--- src/rtl/score_seg_scan.sv ---
// Score display stage: binary score -> BCD via a sequential double-dabble engine,
// then time-multiplexed onto a four-digit common-anode 7-segment display.
module score_seg_scan #(
    parameter int SCAN_DIV = 100000,
    parameter int BLANK_LZ = 1
) (
    input  logic        clk,
    input  logic        clr,
    input  logic [13:0] score,
    input  logic        score_valid,
    output logic        busy,
    output logic [6:0]  seg,
    output logic        dp,
    output logic [3:0]  AN
);

    localparam int CW = (SCAN_DIV > 1) ? $clog2(SCAN_DIV) : 1;
    localparam logic [CW-1:0] CNT_LAST = CW'(SCAN_DIV - 1);
    localparam logic [CW-1:0] CNT_ZERO = CW'(0);
    localparam logic [CW-1:0] CNT_ONE  = CW'(1);

    localparam logic [1:0] ST_IDLE  = 2'd0;
    localparam logic [1:0] ST_SHIFT = 2'd1;
    localparam logic [1:0] ST_LOAD  = 2'd2;

    localparam logic [13:0] SAT_MAX = 14'd9999;

    function automatic logic [13:0] saturate(input logic [13:0] v);
        return (v > SAT_MAX) ? SAT_MAX : v;
    endfunction

    function automatic logic [15:0] add3(input logic [15:0] b);
        logic [15:0] r;
        r = b;
        for (int i = 0; i < 4; i++) begin
            if (b[4*i +: 4] >= 4'd5) begin
                r[4*i +: 4] = b[4*i +: 4] + 4'd3;
            end else begin
                r[4*i +: 4] = b[4*i +: 4];
            end
        end
        return r;
    endfunction

    function automatic logic [6:0] decode(input logic [3:0] d);
        logic [6:0] s;
        case (d)
            4'd0:    s = 7'b1000000;
            4'd1:    s = 7'b1111001;
            4'd2:    s = 7'b0100100;
            4'd3:    s = 7'b0110000;
            4'd4:    s = 7'b0011001;
            4'd5:    s = 7'b0010010;
            4'd6:    s = 7'b0000010;
            4'd7:    s = 7'b1111000;
            4'd8:    s = 7'b0000000;
            4'd9:    s = 7'b0010000;
            default: s = 7'b1111111;
        endcase
        return s;
    endfunction

    logic [1:0]    state_r;
    logic [13:0]   sh_r;
    logic [15:0]   work_r;
    logic [3:0]    step_r;
    logic          busy_r;
    logic [15:0]   disp_r;
    logic          pend_r;
    logic [13:0]   pend_val_r;
    logic [CW-1:0] cnt_r;
    logic [1:0]    idx_r;
    logic [6:0]    seg_r;
    logic [3:0]    an_r;
    logic          dp_r;

    logic          start_s;
    logic [13:0]   start_val_s;
    logic [13:0]   sat_s;
    logic [15:0]   adj_s;
    logic [3:0]    digit_s;
    logic          lead_zero_s;
    logic          blank_s;
    logic [3:0]    an_sel_s;

    // Conversion start selection: a fresh strobe overrides an older pending score
    always_comb begin
        sat_s       = saturate(score);
        adj_s       = add3(work_r);
        start_s     = 1'b0;
        start_val_s = 14'd0;
        if (state_r == ST_IDLE) begin
            start_s     = score_valid | pend_r;
            start_val_s = score_valid ? sat_s : pend_val_r;
        end else begin
            start_s     = 1'b0;
            start_val_s = 14'd0;
        end
    end

    // Double-dabble FSM; display register only changes in LOAD so no torn value is shown
    always_ff @(posedge clk) begin
        if (!clr) begin
            state_r <= ST_IDLE;
            sh_r    <= 14'd0;
            work_r  <= 16'd0;
            step_r  <= 4'd0;
            busy_r  <= 1'b0;
            disp_r  <= 16'd0;
        end else begin
            case (state_r)
                ST_IDLE: begin
                    if (start_s) begin
                        sh_r    <= start_val_s;
                        work_r  <= 16'd0;
                        step_r  <= 4'd0;
                        busy_r  <= 1'b1;
                        state_r <= ST_SHIFT;
                    end else begin
                        state_r <= ST_IDLE;
                    end
                end
                ST_SHIFT: begin
                    work_r <= {adj_s[14:0], sh_r[13]};
                    sh_r   <= {sh_r[12:0], 1'b0};
                    step_r <= step_r + 4'd1;
                    if (step_r == 4'd13) begin
                        state_r <= ST_LOAD;
                    end else begin
                        state_r <= ST_SHIFT;
                    end
                end
                ST_LOAD: begin
                    disp_r  <= work_r;
                    busy_r  <= 1'b0;
                    state_r <= ST_IDLE;
                end
                default: begin
                    busy_r  <= 1'b0;
                    state_r <= ST_IDLE;
                end
            endcase
        end
    end

    // Pending score capture for strobes arriving while a conversion (incl. LOAD) runs
    always_ff @(posedge clk) begin
        if (!clr) begin
            pend_r     <= 1'b0;
            pend_val_r <= 14'd0;
        end else if (score_valid && (state_r != ST_IDLE)) begin
            pend_r     <= 1'b1;
            pend_val_r <= sat_s;
        end else if (start_s) begin
            pend_r     <= 1'b0;
        end else begin
            pend_r     <= pend_r;
        end
    end

    // Free-running scan divider and digit index
    always_ff @(posedge clk) begin
        if (!clr) begin
            cnt_r <= CNT_ZERO;
            idx_r <= 2'd0;
        end else if (cnt_r == CNT_LAST) begin
            cnt_r <= CNT_ZERO;
            idx_r <= idx_r + 2'd1;
        end else begin
            cnt_r <= cnt_r + CNT_ONE;
        end
    end

    // Selected digit, leading-zero detection and anode pattern
    always_comb begin
        digit_s     = 4'd0;
        lead_zero_s = 1'b0;
        an_sel_s    = 4'b1111;
        case (idx_r)
            2'd0: begin
                digit_s     = disp_r[3:0];
                lead_zero_s = 1'b0;
                an_sel_s    = 4'b1110;
            end
            2'd1: begin
                digit_s     = disp_r[7:4];
                lead_zero_s = (disp_r[15:4] == 12'd0);
                an_sel_s    = 4'b1101;
            end
            2'd2: begin
                digit_s     = disp_r[11:8];
                lead_zero_s = (disp_r[15:8] == 8'd0);
                an_sel_s    = 4'b1011;
            end
            2'd3: begin
                digit_s     = disp_r[15:12];
                lead_zero_s = (disp_r[15:12] == 4'd0);
                an_sel_s    = 4'b0111;
            end
            default: begin
                digit_s     = 4'd0;
                lead_zero_s = 1'b0;
                an_sel_s    = 4'b1111;
            end
        endcase
        blank_s = (BLANK_LZ != 0) && lead_zero_s;
    end

    // Registered display drive
    always_ff @(posedge clk) begin
        if (!clr) begin
            seg_r <= 7'b1111111;
            an_r  <= 4'b1111;
            dp_r  <= 1'b1;
        end else if (blank_s) begin
            seg_r <= 7'b1111111;
            an_r  <= 4'b1111;
            dp_r  <= 1'b1;
        end else begin
            seg_r <= decode(digit_s);
            an_r  <= an_sel_s;
            dp_r  <= 1'b1;
        end
    end

    assign busy = busy_r;
    assign seg  = seg_r;
    assign dp   = dp_r;
    assign AN   = an_r;

endmodule

--- config.mk ---
export PLATFORM = sky130hd
export DESIGN_NAME = score_seg_scan
export DESIGN_NICKNAME = d
export VERILOG_FILES = /design/src/rtl/score_seg_scan.sv
export SDC_FILE = /design/constraint.sdc
export NUM_CORES = 1
export LEC_CHECK = 0
export CAP_MARGIN = 15
export CORE_UTILIZATION = 30
export DETAILED_ROUTE_END_ITERATION = 7
export GPL_TIMING_DRIVEN = 0
export PLACE_DENSITY = 0.55
export SLEW_MARGIN = 20
export SYNTH_ARGS = -nofsm -noshare
export SYNTH_HDL_FRONTEND = slang
export SYNTH_SLANG_ARGS = --single-unit
--- constraint.sdc ---
create_clock -name clk -period 2.65 [get_ports clk]
set_input_delay 0.265 -clock clk [delete_from_list [all_inputs] [get_ports clk]]
set_output_delay 0.265 -clock clk [all_outputs]
set_load 0.01 [all_outputs]
Yosys cells after proc, flatten, opt, wreduce, memory -nomap -nowiden
Memories as Yosys holds them, arrays and structs flattened. A register that Yosys moved wholly into a read port is not among the register bits.
Cells that the tools add are included.
- bits in registers: 91
- latch bits: 0
- bits in writable memories: 0
- ROM bits: 112
- memories kept: 1
- add/subtract/negate cells: 7
- $mul: 0
- divide/modulo/power cells: 0
- $lt $le $gt $ge: 5
- equality and inequality tests: 8
- shift operators: 0
- mux-type cells: 23
- bitwise operators: 3
- reductions and logical operators: 13
- memory list (memory ; depth ; width ; rd ports ; clocked after Yosys merged registers in ; write ports ; RTL line ; RTL):
    (name not given) ; 16 ; 7 ; 1 ; 1 ; 0 ; 47 ; case (d)
- operators with widths (operator ; number):
    14-bit two-way mux ; 3
    16-bit case mux with 2 select lines ; 1
    4-bit case mux with 4 select lines ; 2
    14-bit case mux with 2 select lines ; 1
    17-bit by 1-bit adder with 17-bit output, second input constant ; 1
    17-bit == test, second input constant ; 1
    4-bit by 3-bit >= comparator with 1-bit output, second input constant ; 4
    16-bit two-way mux ; 1
    4-bit two-way mux ; 4
    14-bit > comparator, second input constant ; 1
    4-bit by 2-bit adder with 4-bit output, second input constant ; 3
    12-bit zero test ; 1
    8-bit zero test ; 1
    4-bit case mux with 2 select lines ; 1
    2-bit == test, second input constant ; 3
    2-bit nonzero test ; 3
    1-bit two-way mux ; 5
    4-bit by 1-bit adder with 4-bit output, second input constant ; 1
    2-bit by 1-bit == test with 1-bit output, second input constant ; 2
    4-bit == test, second input constant ; 1
    2-bit zero test ; 2
    4-bit zero test ; 1
    1-bit case mux with 4 select lines ; 1
    2-bit case mux with 2 select lines ; 1
    other kinds (11) ; 14

Longest topological paths before layout
- depth after elaboration: 5
- mapped depth: 9
- depth with buffers taken out: 9

Worst setup path before layout
OpenSTA, ideal clock, no wires.
- path kind: register -> register
- from: register idx_r[0]
- to: register seg_r[6], in the netlist seg[6]
- library setup time: 123 ps
- arrival time: 1930 ps
- data required time: 2527 ps
- slack: 597 ps
- cell stages (with the launch flop): 10
- path buffers: 0
- path through: dfxtp_1 -> inv_1 -> ha_1 -> a222oi_1 -> mux2_2 -> inv_1 -> ha_1 -> mux2_2 -> o21ai_0 -> nand2_1
- cells in the longest elaborated chain, start to end: 3
- elaborated cells on any way between the ends: 7
- those cells by class: eq/ne: 3; mux: 2; reduce/logical: 2
- RTL lines (what ; RTL line ; RTL):
    start: declaration ; 72 ; logic [1:0] idx_r;
    start signal: assignment ; 168 ; idx_r <= idx_r + 2'd1;
    2-bit == test, or another cell as far along ; 179 ; case (idx_r)
    1-bit case mux with 4 select lines ; 179 ;
    2-bit OR reduction (no line) ; -- ;
    end: declaration ; 73 ; logic [6:0] seg_r;
Parallel ways exist; a longest one is shown, timed or not.
A chain may end at the register's enable or synchronous reset.

Worst setup path after layout
Ends and elaborated chain as after synthesis.

==> impl_metrics.ini <==
[clock_network]
tritoncts = done
htreeDepth = 3
clock-root-buffer = clkbuf_16
cts_buffers = 9
postCtsSetupBuffers = 0
path_clk_slew_ps = 60
clkSinkCount = 98
clk_path_buf_depth = 2
post_cts_resized = 0
clock_latency_ps = 350
ctsHoldBuffers = 0

[sta]
rsz0062_at_grt = no
relSlewSlack = 0.523
finalClockSkew_ps = 6.98
holdWs_ps = 347
tns_ps = 0
fin_ws_ps = 323
finalCritPeriodShare = 0.878
setup_viol = 0
fmax_mhz = 430
tightest_slew_ps = 715
final-hold-violation-count = 0
fin_crit_ps = 2330
report.final.slew_viol_count = 0

[synthesis]
syn-num-nets = 541
netlist.area_leader.share = 0.443
ys_seq_area_frac = 0.443
netlist_area_mm2 = 0.00443
synth_area_leaders = dfxtp_1 (44%), nand2_1 (6.1%), ha_1 (5.1%)
ys_types = 47
yosys.area.top_type = dfxtp_1
synth_warnings = 0
synth_seq_cells = 98
syn_avg_cell_area_um2 = 8.75
synth_cells = 506

[final_layout]
final_common_cell = dfxtp_1
diodes = 0
final_cell_mix = dfxtp_1 (98), nand2_1 (72), nor2_1 (54)
drive_gt1_frac = 0.0839
layoutNonFillerInstCount = 732
area_growth_pct = 17.8
num-fill-cells = 1513
nets = 579
final_util = 0.360
finish.instance_area_mm2 = 0.00521

[setup_path]
cp.required_ps = 2880
r2r_slack_ps = 320
worst_setup_path_end_kind = register
cp.arrival_ps = 2550
r2r_cells = 9
critPathMaxFanout = 8
r2r_start = idx_r[0]$_SDFFE_PN0P_
crit_type = reg2reg
worstReg2RegEnd = seg[6]$_SDFF_PP1_
start_kind = register

[power_and_ir_drop]
vdd_drop_max_mv = 0.292
p_leak_nw = 1.85
pwr_density_cell_mw_per_mm2 = 596
finalPower_mw = 3.11

[worst_hold_path]
hp-class = in2reg
hold_path_startpoint = score_valid
hold_depth = 3
min_to = pend_r$_SDFFE_PN0P_

[die]
start_util = 0.306
fp.dieW_um = 123
die-area_mm2 = 0.0152
fp.dieH_um = 123
rows = 44
coreArea_mm2 = 0.0145
ioPinCount = 30

[grt]
grt_overflow_total = 0
track_usage = 0.140
antenna_found_initial = 0
grt_pass1_vias = 3375
grt_max_degree = 15
grt_pass1_wl_mm = 16.2

[route]
vias_per_cell = 4.96
first_pass_iters = 4
wl_mm = 10.1
wl_per_cell_um = 13.8
drcViolationCount = 0
num_vias = 3630
postRouteAntennaNets = 0
drtIter0Drc = 235

[placement]
place_inst = 717
io_buffer_count = 27
place_area_mm2 = 0.00493
post-place-ws_ps = 341
gp_congestion = 0.807
hpwlAfterDp_mm = 7.30

[flow_run]
cap_viol_max_count = 0

[run_status]
status = complete, no violations
[power breakdown]
part | total (mW) | internal (mW) | switching [mW]
logic | 0.281 | 0.114 | 0.167
clock network | 1.27 | 0.749 | 0.525
registers | 1.55 | 1.52 | 0.0309
[kinds of logic after synthesis]
kind of cell,count (synthesis),share of synthesized area
AOI/OAI and AO/OA,109,0.167
xor gates and xnor gates,25,0.0495
adders and majority gates,18,0.0509
buffers and inverters,49,0.0506
DFF,98,0.443
muxes,18,0.0432
other,1,0.000847
and+or+nand+nor,188,0.194
[critical path, cell delays in order (launching register included)]
cell and delay, ps:
dfxtp_1 390, inv_1 90, ha_1 280, a222oi_1 400
mux2_2 310, inv_1 80, ha_1 200, mux2_2 260
o21ai_0 140, nand2_1 60
[flip-flops by register name, indices dropped and copies added (netlist names)]
name        flops
idx_r           2
sh_r           14
cnt_r          17
seg             7
state_r         2
pend_r          1
work_r         16
step_r          4
busy            1
disp_r         16
AN              4
pend_val_r     14
[worst max-delay path by stage]
stage	startpoint	end	slack [ps]
2_1_floorplan	idx_r[0]$_SDFFE_PN0P_	seg[6]$_SDFF_PP1_	600
3_3_place_gp	idx_r[0]$_SDFFE_PN0P_	seg[6]$_SDFF_PP1_	380
3_5_place_dp	idx_r[0]$_SDFFE_PN0P_	seg[6]$_SDFF_PP1_	340
4_1_cts	idx_r[0]$_SDFFE_PN0P_	seg[6]$_SDFF_PP1_	330
5_1_grt	idx_r[0]$_SDFFE_PN0P_	seg[6]$_SDFF_PP1_	80
6_report	idx_r[0]$_SDFFE_PN0P_	seg[6]$_SDFF_PP1_	320
[routing by layer]
layer | track usage | vias up | wire length [µm]
li1 | - | 1840 | -
met1 | 0.177 | 1694 | 4740
met2 | 0.223 | 82 | 4690
met3 | 0.0332 | 14 | 425
met4 | 0.0685 | 0 | 214
met5 | 0 | - | 0
[cell type report]
class	instances	area [µm²]	share of cell area
Timing Repair Buffer	27	270	0.0518
Clock buffer	12	246	0.0473
Sequential cell	98	1960	0.376
Multi-Input combinational cell	359	2240	0.430
Clock inverter	3	40.0	0.00768
Tap cell	184	230	0.0442
Inverter	21	78.8	0.0151
Buffer	28	145	0.0278
[cell usage after synthesis (all sizes together)]
| master | n |
|---|---|
| a211oi | 3 |
| a21boi | 1 |
| a21oi | 37 |
| a222oi | 5 |
| a22oi | 17 |
| a2bb2oi | 3 |
| a31oi | 4 |
| and2 | 1 |
| and3 | 2 |
| and4 | 2 |
| buf | 11 |
| clkbuf | 17 |
| conb | 1 |
| dfxtp | 98 |
| ha | 18 |
| inv | 21 |
| mux2 | 9 |
| mux2i | 9 |
| nand2 | 72 |
| nand2b | 7 |
| nand3 | 18 |
| nand3b | 1 |
| nand4 | 7 |
| nor2 | 54 |
| nor2b | 5 |
| nor3 | 10 |
| nor4 | 5 |
| nor4b | 1 |
| o211ai | 3 |
| o21a | 2 |
| o21ai | 12 |
| o221a | 7 |
| o221ai | 7 |
| o22ai | 5 |
| o31ai | 2 |
| o32ai | 1 |
| or2 | 1 |
| or3 | 2 |
| xnor2 | 10 |
| xor2 | 15 |
No activity file was read; power rests on OpenSTA's default activity.
